### src/rtl/protocol_fifo_converter.sv
// rtl/protocol_fifo_converter.sv - show-ahead FIFO bridging pulse, valid/ready and four-phase handshakes
module protocol_fifo_converter #(
    parameter int DATA_WIDTH   = 32,
    parameter int DEPTH        = 4,
    parameter int IN_PROTOCOL  = 2,
    parameter int OUT_PROTOCOL = 2
) (
    input  logic                   clk,
    input  logic                   rst,
    input  logic                   src_in,
    output logic                   src_out,
    input  logic [DATA_WIDTH-1:0]  src_data,
    input  logic                   dst_in,
    output logic                   dst_out,
    output logic [DATA_WIDTH-1:0]  dst_data,
    output logic [$clog2(DEPTH):0] count,
    output logic                   overflow
);

    localparam int AW          = $clog2(DEPTH);
    localparam int PULSE       = 1;
    localparam int VALID_READY = 2;
    localparam int HANDSHAKE   = 3;

    localparam logic [AW:0]   FULL_CNT = (AW+1)'(DEPTH);
    localparam logic [AW:0]   CNT_ONE  = (AW+1)'(1);
    localparam logic [AW-1:0] PTR_ONE  = AW'(1);

    if ((IN_PROTOCOL != PULSE) && (IN_PROTOCOL != VALID_READY) && (IN_PROTOCOL != HANDSHAKE)) begin : g_bad_in
        $error("IN_PROTOCOL must be 1, 2 or 3");
    end
    if ((OUT_PROTOCOL != PULSE) && (OUT_PROTOCOL != VALID_READY) && (OUT_PROTOCOL != HANDSHAKE)) begin : g_bad_out
        $error("OUT_PROTOCOL must be 1, 2 or 3");
    end
    if ((DEPTH < 2) || ((DEPTH & (DEPTH - 1)) != 0) || (DATA_WIDTH < 1)) begin : g_bad_size
        $error("DEPTH must be a power of two >= 2 and DATA_WIDTH >= 1");
    end

    typedef enum logic {S_WAIT, S_ACK} src_state_e;
    typedef enum logic [1:0] {D_IDLE, D_REQ, D_DONE} dst_state_e;

    logic [DATA_WIDTH-1:0] mem_q [DEPTH];
    logic [AW-1:0]         wr_ptr_q, wr_ptr_d, rd_ptr_q, rd_ptr_d;
    logic [AW:0]           count_q, count_d;
    logic                  overflow_q, overflow_d;
    src_state_e            s_state_q, s_state_d;
    dst_state_e            d_state_q, d_state_d;
    logic                  full, empty, push, pop;

    assign full  = (count_q == FULL_CNT);
    assign empty = (count_q == '0);

    always_comb begin
        s_state_d  = s_state_q;
        push       = 1'b0;
        src_out    = 1'b0;
        overflow_d = overflow_q;
        if (IN_PROTOCOL == HANDSHAKE) begin
            src_out = (s_state_q == S_ACK);
            case (s_state_q)
                S_WAIT: if (src_in && !full) begin
                    push      = 1'b1;
                    s_state_d = S_ACK;
                end
                S_ACK:  if (!src_in) s_state_d = S_WAIT;
            endcase
        end else begin
            src_out = !full;
            push    = src_in && !full;
            if ((IN_PROTOCOL == PULSE) && src_in && full) overflow_d = 1'b1;
        end
        if (rst) src_out = 1'b0;
    end

    always_comb begin
        d_state_d = d_state_q;
        pop       = 1'b0;
        dst_out   = 1'b0;
        if (OUT_PROTOCOL == HANDSHAKE) begin
            dst_out = (d_state_q == D_REQ);
            case (d_state_q)
                D_IDLE:  if (!empty && !dst_in) d_state_d = D_REQ;
                D_REQ:   if (dst_in) begin
                    pop       = 1'b1;
                    d_state_d = D_DONE;
                end
                D_DONE:  if (!dst_in) d_state_d = D_IDLE;
                default: d_state_d = D_IDLE;
            endcase
        end else if (OUT_PROTOCOL == PULSE) begin
            dst_out = !empty && dst_in;
            pop     = !empty && dst_in;
        end else begin
            dst_out = !empty;
            pop     = !empty && dst_in;
        end
        if (rst) dst_out = 1'b0;
    end

    always_comb begin
        wr_ptr_d = push ? wr_ptr_q + PTR_ONE : wr_ptr_q;
        rd_ptr_d = pop  ? rd_ptr_q + PTR_ONE : rd_ptr_q;
        count_d  = count_q;
        if (push && !pop) begin
            count_d = count_q + CNT_ONE;
        end else if (pop && !push) begin
            count_d = count_q - CNT_ONE;
        end
    end

    always_ff @(posedge clk) begin
        if (rst) begin
            wr_ptr_q   <= '0;
            rd_ptr_q   <= '0;
            count_q    <= '0;
            overflow_q <= 1'b0;
            s_state_q  <= S_WAIT;
            d_state_q  <= D_IDLE;
        end else begin
            wr_ptr_q   <= wr_ptr_d;
            rd_ptr_q   <= rd_ptr_d;
            count_q    <= count_d;
            overflow_q <= overflow_d;
            s_state_q  <= s_state_d;
            d_state_q  <= d_state_d;
        end
    end

    // Storage carries no reset; reads of stale entries are masked by empty.
    always_ff @(posedge clk) begin
        if (push && !rst) mem_q[wr_ptr_q] <= src_data;
    end

    assign dst_data = (empty || rst) ? '0 : mem_q[rd_ptr_q];
    assign count    = count_q;
    assign overflow = overflow_q;

endmodule

### config.mk
export PLATFORM = sky130hd
export DESIGN_NAME = protocol_fifo_converter
export DESIGN_NICKNAME = d
export VERILOG_FILES = /design/src/rtl/protocol_fifo_converter.sv
export SDC_FILE = /design/constraint.sdc
export NUM_CORES = 1
export LEC_CHECK = 0
export CORE_AREA = 5 5 125 127
export CTS_BUF_LIST = sky130_fd_sc_hd__clkbuf_8
export CTS_CLUSTER_DIAMETER = 100
export CTS_CLUSTER_SIZE = 20
export DETAILED_ROUTE_END_ITERATION = 6
export DIE_AREA = 0 0 130 132
export PLACE_DENSITY = 0.69
export SLEW_MARGIN = 20
export SYNTH_ARGS = -nofsm -noshare
export SYNTH_HDL_FRONTEND = slang
export SYNTH_SLANG_ARGS = --single-unit
### constraint.sdc
create_clock -name clk -period 4.4 [get_ports clk]
set_input_delay 1.1 -clock clk [delete_from_list [all_inputs] [get_ports clk]]
set_output_delay 1.1 -clock clk [all_outputs]
set_load 0.02 [all_outputs]
== Yosys cells after proc, flatten, opt, wreduce, memory -nomap -nowiden ==
Memory sizes are Yosys's and may differ from the RTL's. A register that Yosys moved wholly into a read port is not among the register bits.
Cells that the tools add are included.

* Memories kept: 1
* Register bits: 7
* Input bits: 36
* Word-level logic and storage cells: 31
* Bits in writable memories: 128

* Eq/ne operators: 1
* Add/subtract/negate cells: 4
* Muxes and demuxes: 9
* Reduce and logical (&&, ||, !) cells: 13

{| class="wikitable"
|+ Memory list
! memory !! depth !! width !! read ports !! clocked after Yosys merged registers in !! wr ports !! line !! text
|-
| mem_q || 4 || 32 || 1 || 1 || 1 || 42 || <nowiki>logic [DATA_WIDTH-1:0] mem_q [DEPTH];</nowiki>
|}

{| class="wikitable"
|+ Operators with widths
! operator !! number
|-
| $mux W32 || 1
|-
| $mux W3 || 2
|-
| $logic_and A1 B1 Y1 || 5
|-
| $logic_not A1 Y1 || 5
|-
| $add A2 B1 Y2 const B || 2
|-
| $mux W1 || 4
|-
| $mux W2 || 2
|-
| $add A3 B1 Y3 const B || 1
|-
| $eq A3 B3 Y1 const B || 1
|-
| $logic_not A3 Y1 || 1
|-
| $sub A3 B1 Y3 const B || 1
|-
| $reduce_bool A2 Y1 || 1
|-
| $logic_or A1 B1 Y1 || 1
|}

== Depth between registers and ports, before layout ==
* Depth after elaboration: 7
* Mapped depth: 8
* Gate-level depth less buffers: 8

== Worst setup path after synthesis ==
No wires, ideal clock.

* Kind: in2out
* Start: input port rst
* End: output port dst_data[10]
* Data arrival time: 1.731 ns
* Slack: 1.569 ns
* Stages on the path: 3
* Path buffers: 1
* Required time: 3.300 ns
* Cell sequence: or2_4 buf_6 nor2b_4

* Word-level cells in the longest chain between the ends: 2

{| class="wikitable"
|+ RTL lines
! what !! line !! text
|-
| start: declaration || 9 || <nowiki>input logic rst,</nowiki>
|-
| $logic_or A1 B1 Y1 || 134 || <nowiki>assign dst_data = (empty || rst) ? '0 : mem_q[rd_ptr_q];</nowiki>
|-
| $mux W32 || 134 ||
|-
| end: declaration || 15 || <nowiki>output logic [DATA_WIDTH-1:0] dst_data,</nowiki>
|}

Every way passes these cells.

== Worst setup path in the final report ==
* Start: input port rst
* End: output port dst_data[0]

The elaborated chain is that of the path after synthesis.

==> results summary <==
The flow ran to the end, and the final reports show no timing, DRC or antenna violations. The die extent in x came out at between 100 and 150 um. The number of distinct library cells after synthesis came out at 30.

Timing analysis after detailed placement gives a worst setup slack of between 200 and 300 ps. The worst-margin pin slew came out at around 900 ps. The placeable core area came out at 14300 sq um. The number of logic stages on the critical path including buffering is 5.

The number of remaining DRC errors came out at 0. The per-instance average area after synthesis came out at ~22 sq um. The first global-routing pass estimated approximately 15000 um of wire. The global-route usage over all layers is around an eighth. The largest total area in the synthesized netlist belongs to edfxtp_1. The master of the slowest instance on the critical path is clkdlybuf4s50_1.

The post-CTS setup repair buffer count came out at 0. The number of warning messages in the yosys log is 0. Across all setup checks in the final design, the least slack found is 326 ps. The number of buffer and inverter instances along the worst setup path is 3. The die area came out at about 17000 sq um. The number of diodes came out at 0. The number of primary I/O pins came out at 74.

Summing internal, switching and leakage power gives between 3 and 4 mW. The setup slack of the worst register-to-register path came out at around 2200 ps. The area overhead of the layout relative to synthesis came out at 26.1%. The post-layout net count is 389. Of the total power, the share spent switching nets is 25.5%.

The master cell of the clock root buffer is clkbuf_8. The worst reg2reg path depth is 8. The initial utilization of the core area, before any placement, comes to around two fifths. The tightest slew margin relative to the limit is 38.5%. The minimum hold slack is about 530 ps. The final max-slew violation count is 0.

The number of vias in the routed layout is between 2000 and 3000. The count of maximum capacitance violations is 0. In this run the worst path has a maximum fanout of 15. The multi-input combinational cells in the finished layout cover a total of between 1000 and 1500 sq um.

The largest net degree at the start of global routing is 33. Buffers inserted during clock tree synthesis total 17. The type of the worst setup path is input port to primary output. The power per cell area came out at 563 nW/um^2.

Setup repair after global routing left no endpoint under its margin. The clock input transition at the sequential cells of the worst setup and hold paths is 70 ps. The share of the synthesized area in the top cell type came out at 68.5%. The fraction of final layout cells sized beyond drive strength 1 is between 30% and 40%. Counting every sink on the clock net gives ~140. The clock latency on the worst-skew pair came out at approximately 430 ps. The routed wire length per instance is around 18 um. The worst setup path is captured at a primary output. The total negative slack for setup checks is 0 ps.

The count of endpoints failing setup in the final report came out at 0. The sequential group share of total power is between 40 and 50%. The number of resized instances in the post-cts repair step came out at 0. The maximum buffer depth of the clock tree is 2. After layout, the minimum clock period comes to between 4000 and 5000 ps.

Across the routed clock network, the largest skew measured is around 8.1 ps. The per-cell via count in the routed design came out at a little under 5. The remaining global-route overflow is 0. Among the stages of the critical path, the cell type that occurs most often is clkdlybuf4s50_1. The most used flip-flop cell after synthesis is edfxtp_1. The number of cells on the worst hold path came out at 2. The post-detailed-routing wire length came out at ~10000 um.

The count of antenna-violating nets left after detailed routing is 0. Among cell families on the critical path, the largest total delay comes from buffers and inverters. The CTS tree is done.

For the worst setup path, the data arrival time is slightly below 3000 ps. Registers take ~4000 sq um. Traced cell by cell, the critical path runs through clkdlybuf4s50_1 -> or2_4 -> buf_12 -> nor2b_1 -> clkdlybuf4s50_1. The layout has 1170 filler cells. The via count of the first global-routing pass came to 2864. The clock network is responsible for 32.3% of the overall power.

The overall die height is ~130 um. The maximum achievable frequency came out at ~250 MHz. The path category of the worst min-delay check is flop to flop. The final clock period utilization by the worst path is approximately 93%. The count of flip-flops with a built-in enable after synthesis came out at about 130. The number of hold buffers added after cts came out at 0. After routing the design area is around 7100 sq um. For this block, the initial DRC count from the detailed router was between 90 and 100. The combinational power share is 26.8%. In the post-synthesis netlist, the biggest area contributors are edfxtp_1 69%, mux4_2 13%, nor2b_4 7.4%. The placer's final routability congestion estimate came out at roughly 0.67.

The number of endpoints with negative hold slack in the final report is 0. The worst ir drop on vdd came out at around 0.00033 V. The detailed placement HPWL came out at roughly 6400 um. After synthesis, the share of flip-flops with an asynchronous set or reset is 0%. The synthesized design contains between 100 and 150 register bits. Of the synthesized area, sequential elements account for just over 70%. The placed instances occupy a cell area of approximately 6600 sq um. The cell-internal power is about 3 mW. The switching power is around 1 mW. The number of optimization iterations in the first detailed-route pass came out at 4. The synthesized netlist cell count is roughly 260. The total number of H-tree levels is 4. The worst path required time is between 3000 and 4000 ps. The number of antenna violations at the first check in global routing is 0. The static leakage is roughly 2.4 nW. The row count came out at 44. The synthesized area came out at about 5600 sq um. The sort of element at the start of the critical path is an input port. The count of input and output buffers came out at between 70 and 80. The largest incremental delay on the critical path is slightly above 600 ps. Synthesis produced a netlist with a net count of 298.
## synthesized netlist by cell type, types with 2 or more instances
master / count
edfxtp_1: 128
mux4_2: 32
nor2b_4: 30
dfxtp_1: 9
nor2_1: 8
ha_1: 5
and2_1: 4
buf_6: 4
inv_1: 4
xor2_1: 4
buf_12: 3
buf_2: 3
a21oi_1: 2
mux2i_1: 2
nand2b_1: 2
nor2b_1: 2
## layout make-up
class                           count  area share, %
Tap cell                          184           3.25
Timing Repair Buffer               84           12.0
Clock inverter                     15           3.93
Clock buffer                       17           3.31
Sequential cell                   137           56.9
Inverter                            5          0.265
Multi-Input combinational cell    102           20.3
## per-stage QoR
| stage | utilization (%) | cells |
|---|---|---|
| 5_1_grt | 49.4 | 544 |
| 4_1_cts | 49.4 | 544 |
| 2_1_floorplan | - | 256 |
| 6_report | 49.4 | 544 |
| 3_3_place_gp | 45.8 | 512 |
| 3_5_place_dp | 45.8 | 512 |
## logic make-up after synthesis
family / after synthesis / share of synthesized area, %
DFF: 137 / 71.8
and+or+nand+nor: 49 / 9.15
muxes: 35 / 13.4
buffers and inverters: 17 / 2.68
AOI/OAI and AO/OA: 7 / 0.848
adders and majority gates: 6 / 1.47
xor gates and xnor gates: 4 / 0.625
other: 1 / 0.0669
## final timing paths
check / from / endpoint
worst max-delay path: rst / dst_data[0]
worst min-delay path: wr_ptr_q[1] / wr_ptr_q[1]
worst max register to register: count[0] / count[2]
worst min register to register: wr_ptr_q[1] / wr_ptr_q[1]
## power groups by stage
stage	combinational, mW	sequential (mW)	clock, mW
floorplan	0.831	1.60	0
global route	1.14	1.65	1.38
finish	1.07	1.63	1.28
CTS	1.09	1.64	1.32
global placement	1.08	1.66	0
detailed placement	1.09	1.66	0
## registers in the layout (all words and copies together) (netlist names), named ones only
name,cells
wr_ptr_q,2
rd_ptr_q,2
count,3
mem_q,128
## worst register-to-register path, stage by stage, from the launching register on
cell     delay (ps)
dfxtp_1         490
nor2_1          130
a21oi_2         250
ha_1            230
inv_1            60
fa_1            370
xor2_1          150
or3_1           300
a21oi_1         150
## metal layers
layer	vias to the layer above	global-route usage [%]	routed length (um)
li1	1192	-	-
met1	1358	15.2	4280
met2	65	19.6	5000
met3	12	5.06	560
met4	0	4.16	126
met5	-	0	0
## cells in the final DEF (no fill, tap or decap), drive strengths merged, types with 2 or more instances in the layout
master         instances
nand2b                 2
a21oi                  3
clkinvlp               2
ha                     5
edfxtp               128
dfxtp                  9
nor2                   8
clkbuf                17
clkinv                 5
buf                   12
and2                   4
bufinv                 8
clkdlybuf4s50         72
mux4                  32
inv                    5
mux2i                  2
nor2b                 32
xor2                   4
Note: power is estimated with default switching activity, not from simulation.
